==> src/rtl/demux4_stream_if.sv <==
// Stream bundle for demux4_stream: one producer port feeding four independent consumer channels.
// The counter signals cnt0..cnt3 exist only when DEMUX_COUNT_EN is defined.
interface demux4_stream_if #(
  parameter int WIDTH = 64,
  parameter int CNT_W = 16
);
  logic [WIDTH-1:0] in_data;
  logic             sel1;
  logic             sel0;
  logic             in_valid;
  logic             in_ready;
  logic [WIDTH-1:0] out_data0;
  logic [WIDTH-1:0] out_data1;
  logic [WIDTH-1:0] out_data2;
  logic [WIDTH-1:0] out_data3;
  logic [3:0]       out_valid;
  logic [3:0]       out_ready;
`ifdef DEMUX_COUNT_EN
  logic [CNT_W-1:0] cnt0;
  logic [CNT_W-1:0] cnt1;
  logic [CNT_W-1:0] cnt2;
  logic [CNT_W-1:0] cnt3;
`endif

  if (CNT_W < 1 || WIDTH < 1) begin : g_bad_param
    $error("demux4_stream_if: WIDTH and CNT_W must be at least 1");
  end

  modport slave (
    input  in_data, sel1, sel0, in_valid, out_ready,
    output in_ready, out_data0, out_data1, out_data2, out_data3, out_valid
`ifdef DEMUX_COUNT_EN
    , output cnt0, cnt1, cnt2, cnt3
`endif
  );

  modport master (
    output in_data, sel1, sel0, in_valid, out_ready,
    input  in_ready, out_data0, out_data1, out_data2, out_data3, out_valid
`ifdef DEMUX_COUNT_EN
    , input cnt0, cnt1, cnt2, cnt3
`endif
  );
endinterface

==> src/rtl/demux4_stream.sv <==
// 1-to-4 stream demux with a one-entry holding register per channel; 1-cycle latency, full throughput.
// in_ready stalls only on the addressed channel; optional per-channel accept counters with DEMUX_COUNT_EN.
module demux4_stream #(
  parameter int WIDTH = 64,
  parameter int CNT_W = 16
) (
  input  logic           clk,
  input  logic           reset,
  demux4_stream_if.slave bus
);
  logic [1:0]       dst;
  logic             in_rdy;
  logic             accept;
  logic [3:0]       drain;
  logic [3:0]       vld_q;
  logic [3:0]       vld_d;
  logic [WIDTH-1:0] data_q [4];
  logic [WIDTH-1:0] data_d [4];

  if (CNT_W < 1) begin : g_bad_cnt_w
    $error("demux4_stream: CNT_W must be at least 1");
  end

  assign dst    = {bus.sel1, bus.sel0};
  // A full channel can still take a word when it drains in the same cycle.
  assign in_rdy = ~vld_q[dst] | bus.out_ready[dst];
  assign accept = bus.in_valid & in_rdy;
  assign drain  = vld_q & bus.out_ready;

  always_comb begin
    vld_d  = vld_q & ~drain;
    data_d = data_q;
    if (accept) begin
      vld_d[dst]  = 1'b1;
      data_d[dst] = bus.in_data;
    end
  end

  always_ff @(posedge clk) begin
    if (!reset) begin
      vld_q <= 4'b0000;
    end else begin
      vld_q <= vld_d;
    end
  end

  always_ff @(posedge clk) begin
    data_q <= data_d;
  end

  assign bus.in_ready  = in_rdy;
  assign bus.out_valid = vld_q;
  assign bus.out_data0 = data_q[0];
  assign bus.out_data1 = data_q[1];
  assign bus.out_data2 = data_q[2];
  assign bus.out_data3 = data_q[3];

`ifdef DEMUX_COUNT_EN
  logic [CNT_W-1:0] cnt_q [4];
  logic [CNT_W-1:0] cnt_d [4];

  always_comb begin
    cnt_d = cnt_q;
    if (accept) begin
      cnt_d[dst] = cnt_q[dst] + CNT_W'(1);
    end
  end

  always_ff @(posedge clk) begin
    if (!reset) begin
      for (int k = 0; k < 4; k++) begin
        cnt_q[k] <= '0;
      end
    end else begin
      cnt_q <= cnt_d;
    end
  end

  assign bus.cnt0 = cnt_q[0];
  assign bus.cnt1 = cnt_q[1];
  assign bus.cnt2 = cnt_q[2];
  assign bus.cnt3 = cnt_q[3];
`endif
endmodule

==> src/flat_wrapper.sv <==
// flat-port wrapper written by rule: the top's interface ports become plain ports
module demux4_stream_flat 
#(
  parameter int WIDTH = 64,
  parameter int CNT_W = 16
)
  (clk, reset, bus_in_data, bus_sel1, bus_sel0, bus_in_valid, bus_out_ready, bus_in_ready, bus_out_data0, bus_out_data1, bus_out_data2, bus_out_data3, bus_out_valid);
  demux4_stream_if #(.WIDTH(WIDTH), .CNT_W(CNT_W)) bus_i ();
  input  logic clk;
  input  logic reset;
  input wire logic [$bits(bus_i.in_data)-1:0] bus_in_data;
  input wire logic [$bits(bus_i.sel1)-1:0] bus_sel1;
  input wire logic [$bits(bus_i.sel0)-1:0] bus_sel0;
  input wire logic [$bits(bus_i.in_valid)-1:0] bus_in_valid;
  input wire logic [$bits(bus_i.out_ready)-1:0] bus_out_ready;
  output wire logic [$bits(bus_i.in_ready)-1:0] bus_in_ready;
  output wire logic [$bits(bus_i.out_data0)-1:0] bus_out_data0;
  output wire logic [$bits(bus_i.out_data1)-1:0] bus_out_data1;
  output wire logic [$bits(bus_i.out_data2)-1:0] bus_out_data2;
  output wire logic [$bits(bus_i.out_data3)-1:0] bus_out_data3;
  output wire logic [$bits(bus_i.out_valid)-1:0] bus_out_valid;
  assign bus_i.in_data = bus_in_data;
  assign bus_i.sel1 = bus_sel1;
  assign bus_i.sel0 = bus_sel0;
  assign bus_i.in_valid = bus_in_valid;
  assign bus_i.out_ready = bus_out_ready;
  assign bus_in_ready = bus_i.in_ready;
  assign bus_out_data0 = bus_i.out_data0;
  assign bus_out_data1 = bus_i.out_data1;
  assign bus_out_data2 = bus_i.out_data2;
  assign bus_out_data3 = bus_i.out_data3;
  assign bus_out_valid = bus_i.out_valid;
  demux4_stream #(.WIDTH(WIDTH), .CNT_W(CNT_W)) u_core (.clk(clk), .reset(reset), .bus(bus_i));
endmodule
==> config.mk <==
export PLATFORM = sky130hd
export DESIGN_NAME = demux4_stream_flat
export DESIGN_NICKNAME = d
export VERILOG_FILES = /design/src/rtl/demux4_stream_if.sv /design/src/rtl/demux4_stream.sv /design/src/flat_wrapper.sv
export SDC_FILE = /design/constraint.sdc
export NUM_CORES = 1
export LEC_CHECK = 0
export ABC_AREA = 1
export BUFFER_PORTS_ARGS = -buffer_cell sky130_fd_sc_hd__clkbuf_2
export CAP_MARGIN = 30
export CORE_MARGIN = 2
export CORE_UTILIZATION = 47
export DETAILED_ROUTE_END_ITERATION = 8
export GPL_ROUTABILITY_DRIVEN = 0
export PLACE_DENSITY_LB_ADDON = 0.12
export REMOVE_ABC_BUFFERS = 1
export SLEW_MARGIN = 5
export SYNTH_ARGS = -nofsm -noshare
export SYNTH_HDL_FRONTEND = slang
export SYNTH_SLANG_ARGS = --single-unit
==> constraint.sdc <==
create_clock -name clk -period 3.4 [get_ports clk]
set_clock_uncertainty 0.15 [all_clocks]
set_input_delay 0.34 -clock clk [delete_from_list [all_inputs] [get_ports clk]]
set_output_delay 0.34 -clock clk [all_outputs]
set_load 0.05 [all_outputs]
# Word-level counts from Yosys, hierarchy flattened
# Cells that the tools add are included.
# word_totals
output_inout_bits,261
ram_bits,0
reg_bits,260
latch_bits,0
romBits,0
elab_cells,29
n_memories,0
in_bits,73
# op_classes
eq_ne,0
order_cmp,4
bitwise,8
reduce_logical,2
addsub,0
multipliers,0
n_shift,0
n_div,0
mux,10
# ops
cell,n
$bwmux W256,1
$demux W64 S2,1
$mux W64,1
$and A4 B4 Y4,2
$bmux W1 S2,2
$mux W4,1
$not A4 Y4,1
$or A4 B4 Y4,1
$ge A3 B3 Y1 const B,1
$lt A2 B3 Y1 const B,1
$lt A3 B1 Y1 const B,1
$mux W1,3
$not A2 Y3,1
$demux W1 S2,1
$ge A2 B1 Y1 const B,1
$logic_and A1 B1 Y1,2
$and A1 B1 Y1,1
$not A1 Y1,1
$or A1 B1 Y1,1

# Logic depth before layout (Yosys ltp)
# logic_depth
ltp_word,6
mapped_depth,9
depth_no_buf,8

# Worst setup path before layout
# OpenSTA, ideal clock, no wires.
# synth_timing
path_kind,flip-flop to flip-flop
startpoint,"register u_core.vld_q[2], in the netlist u_core.bus.out_valid[2]"
endpoint,register u_core.data_q (netlist bit u_core.bus.out_data0[0]) (enable)
path_slack_ns,0.518
stages_incl_launch_ff,8
synth_period_minus_slack_ns,2.882
setup_time_ns,0.418
t_required_ns,2.832
arrival_ns,2.314
n_path_buf,0
path_cell_list,dfxtp_1 -> nand2_2 -> nand2_1 -> nand2_1 -> nand2_2 -> nand2_4 -> nand3_2 -> inv_1
# synth_via
elab_chain_cells,5
# synth_rtl
item,line_no,text
"start, declared",demux4_stream.sv:15,logic [3:0] vld_q;
"start signal, assigned",demux4_stream.sv:43,vld_q <= vld_d;
$bmux W1 S2,demux4_stream.sv:26,assign in_rdy = ~vld_q[dst] | bus.out_ready[dst];
$mux W1 (implied by the code),demux4_stream.sv:26,
$not A1 Y1,demux4_stream.sv:26,
$or A1 B1 Y1,demux4_stream.sv:26,
via bus_in_ready,flat_wrapper.sv:16,output wire logic [$bits(bus_i.in_ready)-1:0] bus_in_ready;
$and A1 B1 Y1,demux4_stream.sv:27,assign accept = bus.in_valid & in_rdy;
"end signal, assigned",demux4_stream.sv:48,data_q <= data_d;
"end, declared",demux4_stream.sv:17,logic [WIDTH-1:0] data_q [4];
# The timed path passes the listed nets, and every way through them passes these cells. The select of a mux whose other input is x is not followed.
# A chain may end at the register's enable or synchronous reset.

# Final worst setup path
# layout_timing
startpoint,input port bus_out_ready[3]
endpoint,register u_core.data_q (netlist bit u_core.bus.out_data2[4]) (enable)
# layout_via
elab_chain_cells,4
# layout_rtl
item,line_no,text
"start, declared",flat_wrapper.sv:15,input wire logic [$bits(bus_i.out_ready)-1:0] bus_out_ready;
$bmux W1 S2,demux4_stream.sv:26,
$mux W1 (implied by the code),demux4_stream.sv:26,
$or A1 B1 Y1,demux4_stream.sv:26,
$and A1 B1 Y1,demux4_stream.sv:27,
# No other way between the ends. The select of a mux whose other input is x is not followed.

==> flow_summary_export.csv <==
group,metric,value,unit
grt,antenna_found_initial,0,
hold_path,holdCritStartpoint,"bus_in_valid",
detailed_routing,vias,4684,
clocking,cts_sinks,260,
yosys,avgSynthCellArea,26.2,sq um
timing,report.final.slew_viol_count,0,
yosys,synth_mux_area_share,0,%
yosys,yosys_warnings,0,
detailed_routing,routedWlPerCell,19.8,um
floorplanning,die-area,18100,sq um
yosys,synthAdderAreaFrac,0,%
clocking,numCtsBuffers,26,
hold_path,hold_class,"primary input to flip-flop",
power_and_ir_drop,power,0.00695,W
timing,setup_violations,0,
critical_path,cpMaxStageDelayCell,"dlygate4sd3_1",
job,maxCapViolations,0,
finish,antenna-diode-count,0,
clocking,postCtsSetupBuffers,0,
timing,worst_slew_margin_rel,58.5,%
critical_path,reg2reg_from,"u_core.bus.out_valid[3]",
grt,track_usage,21.2,%
detailed_routing,via_per_inst,4.77,
power_and_ir_drop,leakagePower,4.67,nW
grt,grt_pass1_vias,4858,
floorplanning,die_h,134,um
yosys,synth_xor_area_share,0,%
yosys,synth_ff_type,"edfxtp_1",
detailed_routing,drtPass1Iterations,5,
timing,finalHoldViolCount,0,
detailed_routing,first_iter_violations,261,
timing,worstMarginPinSlew,0.622,ns
run_status,status,"complete, no violations",
placed_design,dp.final_hpwl,13600,um
detailed_routing,routed_wirelength,19500,um
yosys,synth_seq_cells,260,
clocking,cts_tree,"yes",
power_and_ir_drop,power_density,601,nW/um^2
critical_path,critPathKind,"primary input to flip-flop",
yosys,synth_edf_count,256,
floorplanning,num_rows,47,
yosys,synth-seq-area-share,97.0,%
clocking,clkLatencyLatePin,0.51,ns
critical_path,start_kind,"primary input",
timing,finalSetupTns,0,ns
yosys,synthDistinctLibCells,14,
critical_path,end_kind,"flip-flop",
yosys,syn_inst,306,
timing,rsz0062_at_grt,"false",
yosys,ys_top_cells_by_count,"edfxtp_1 (256), nand2_1 (14), inv_1 (10)",
critical_path,cp-startpoint,"bus_out_ready[3]",
critical_path,worstPathRequired,3.44,ns
grt,grt-ovfl-total,0,
yosys,async_reset_ff_share,0,%
clocking,htree_levels,1,
clocking,cts.path.max_buffers,3,
yosys,synth_top_area_share,96.0,%
timing,fmax,465,MHz
critical_path,max_stage_delay,0.53,ns
floorplanning,start_util,48.1,%
floorplanning,core,16600,sq um
detailed_routing,postRouteAntennaNets,0,
grt,grt_pass1_wl,28600,um
timing,fin_crit,2.15,ns
floorplanning,io_pins,334,
timing,post-route-period-util,63.2,%
yosys,syn-cell-area,8000,sq um
yosys,yosysMostFrequentCell,"edfxtp_1",
yosys,synth_compound_area_share,0.250,%
clocking,cts.clk_slew.worst_paths,0.06,ns
critical_path,cp_cell_sequence,"dlygate4sd3_1, clkbuf_2, nand3_1, nand2_1, nor2_2, nand2_4, nand3_2, inv_2, buf_12",
critical_path,cp.arrival,2.19,ns
yosys,synthSimpleGateAreaFrac,1.97,%
detailed_routing,drc,0,
grt,grt_max_degree,38,
yosys,yosysTopAreaCell,"edfxtp_1",
clocking,cts_root_buf,"clkbuf_16",
yosys,synth.area.top_cells,"edfxtp_1 (96%), dfxtp_1 (1.0%), nand2_1 (0.66%), nand3_2 (0.50%), inv_1 (0.47%)",
finish,area_growth,44.5,%
finish,nNetsFinal,819,
yosys,synth_top_family_by_area,"simple AND/OR/NAND/NOR gates",
finish,drive_above_1_share,51.3,%
power_and_ir_drop,ir_drop,488,uV
placed_design,portBuffers,333,
critical_path,crit_fanout,34,
floorplanning,die_w,134,um
timing repair:
item / CTS / global route
hold endpoints to repair: 260 / 0
resized for setup: 0 / 0
hold buffers: 72 / 0
final cells by class:
cell class                 count  area [sq um]
sequential                   260          7770
fill                        1120          5080
timing repair buffer         413          2500
clock buffer                  33           698
tap                          220           275
multi-input combinational     33           178
clock inverter                11           103
inverter                      12          47.5
registers in the layout, summed over array words and instances (netlist names):
name                  count
u_core.bus.out_data1     64
u_core.bus.out_valid      4
u_core.bus.out_data2     64
u_core.bus.out_data0     64
u_core.bus.out_data3     64
critical path, delay by kind of cell:
kind / cells / cell delay (ns)
buf+inv: 4 / 1.39
simple gates: 5 / 0.40
layout by cell type, fill, tap and decap left out:
master | netlist | routed
buf_12 | 0 | 4
inv_2 | 1 | 5
clkinvlp_4 | 0 | 1
clkbuf_2 | 0 | 333
clkbuf_16 | 0 | 27
inv_1 | 10 | 6
inv_4 | 1 | 1
dfxtp_1 | 4 | 4
nor2_1 | 2 | 2
bufinv_16 | 0 | 2
edfxtp_1 | 256 | 256
buf_4 | 0 | 4
nand3_1 | 3 | 3
a21oi_1 | 4 | 4
nand3_2 | 4 | 4
nor2_2 | 2 | 2
clkinv_1 | 0 | 4
nand2_1 | 14 | 14
clkbuf_1 | 0 | 6
nand2_4 | 1 | 1
nand2_2 | 3 | 3
clkinv_2 | 0 | 4
dlygate4sd3_1 | 0 | 72
final timing paths:
| path | slack, ns | depth (start not counted) | endpoint |
|---|---|---|---|
| worst max-delay path | 1.25 | 9 | u_core.bus.out_data2[4] |
| worst min-delay path | 0.32 | 3 | u_core.bus.out_data1[51] |
| worst max register to register | 1.36 | 8 | u_core.bus.out_data2[4] |
| worst min register to register | 0.90 | 3 | u_core.bus.out_valid[3] |
metrics by stage:
step                cells  area [sq um]  hold WS (ns)  setup slack [ns]  util [%]
CTS                   982         11600         0.290              1.26      69.5
finish                982         11600         0.322              1.25      69.5
global route          982         11600         0.332              1.16      69.5
detailed placement    866         10000         0.330              1.06      60.4
global placement      866         10000         0.322              1.17      60.4
floorplan             305          7990         0.289             0.518         -
report_power, final:
group | leakage, nW | internal [W] | switching, W
Clock | 0.390 | 0.00159 | 0.00107
Sequential | 2.38 | 0.00364 | 0.0000295
Combinational | 1.90 | 0.000152 | 0.000474
cells by family (layout without fill, tap and decap cells):
kind of cell | after synthesis | in the layout
AOI/OAI and AO/OA | 4 | 4
and+or+nand+nor | 29 | 29
buffers and inverters | 13 | 469
DFF | 260 | 260
per-layer routing:
metal	wire length, um	GRT usage, %
met2	9980	36.5
met3	1930	7.47
met5	0	0
met1	7060	25.3
met4	527	6.08
Note: power is estimated with default switching activity, not from simulation.
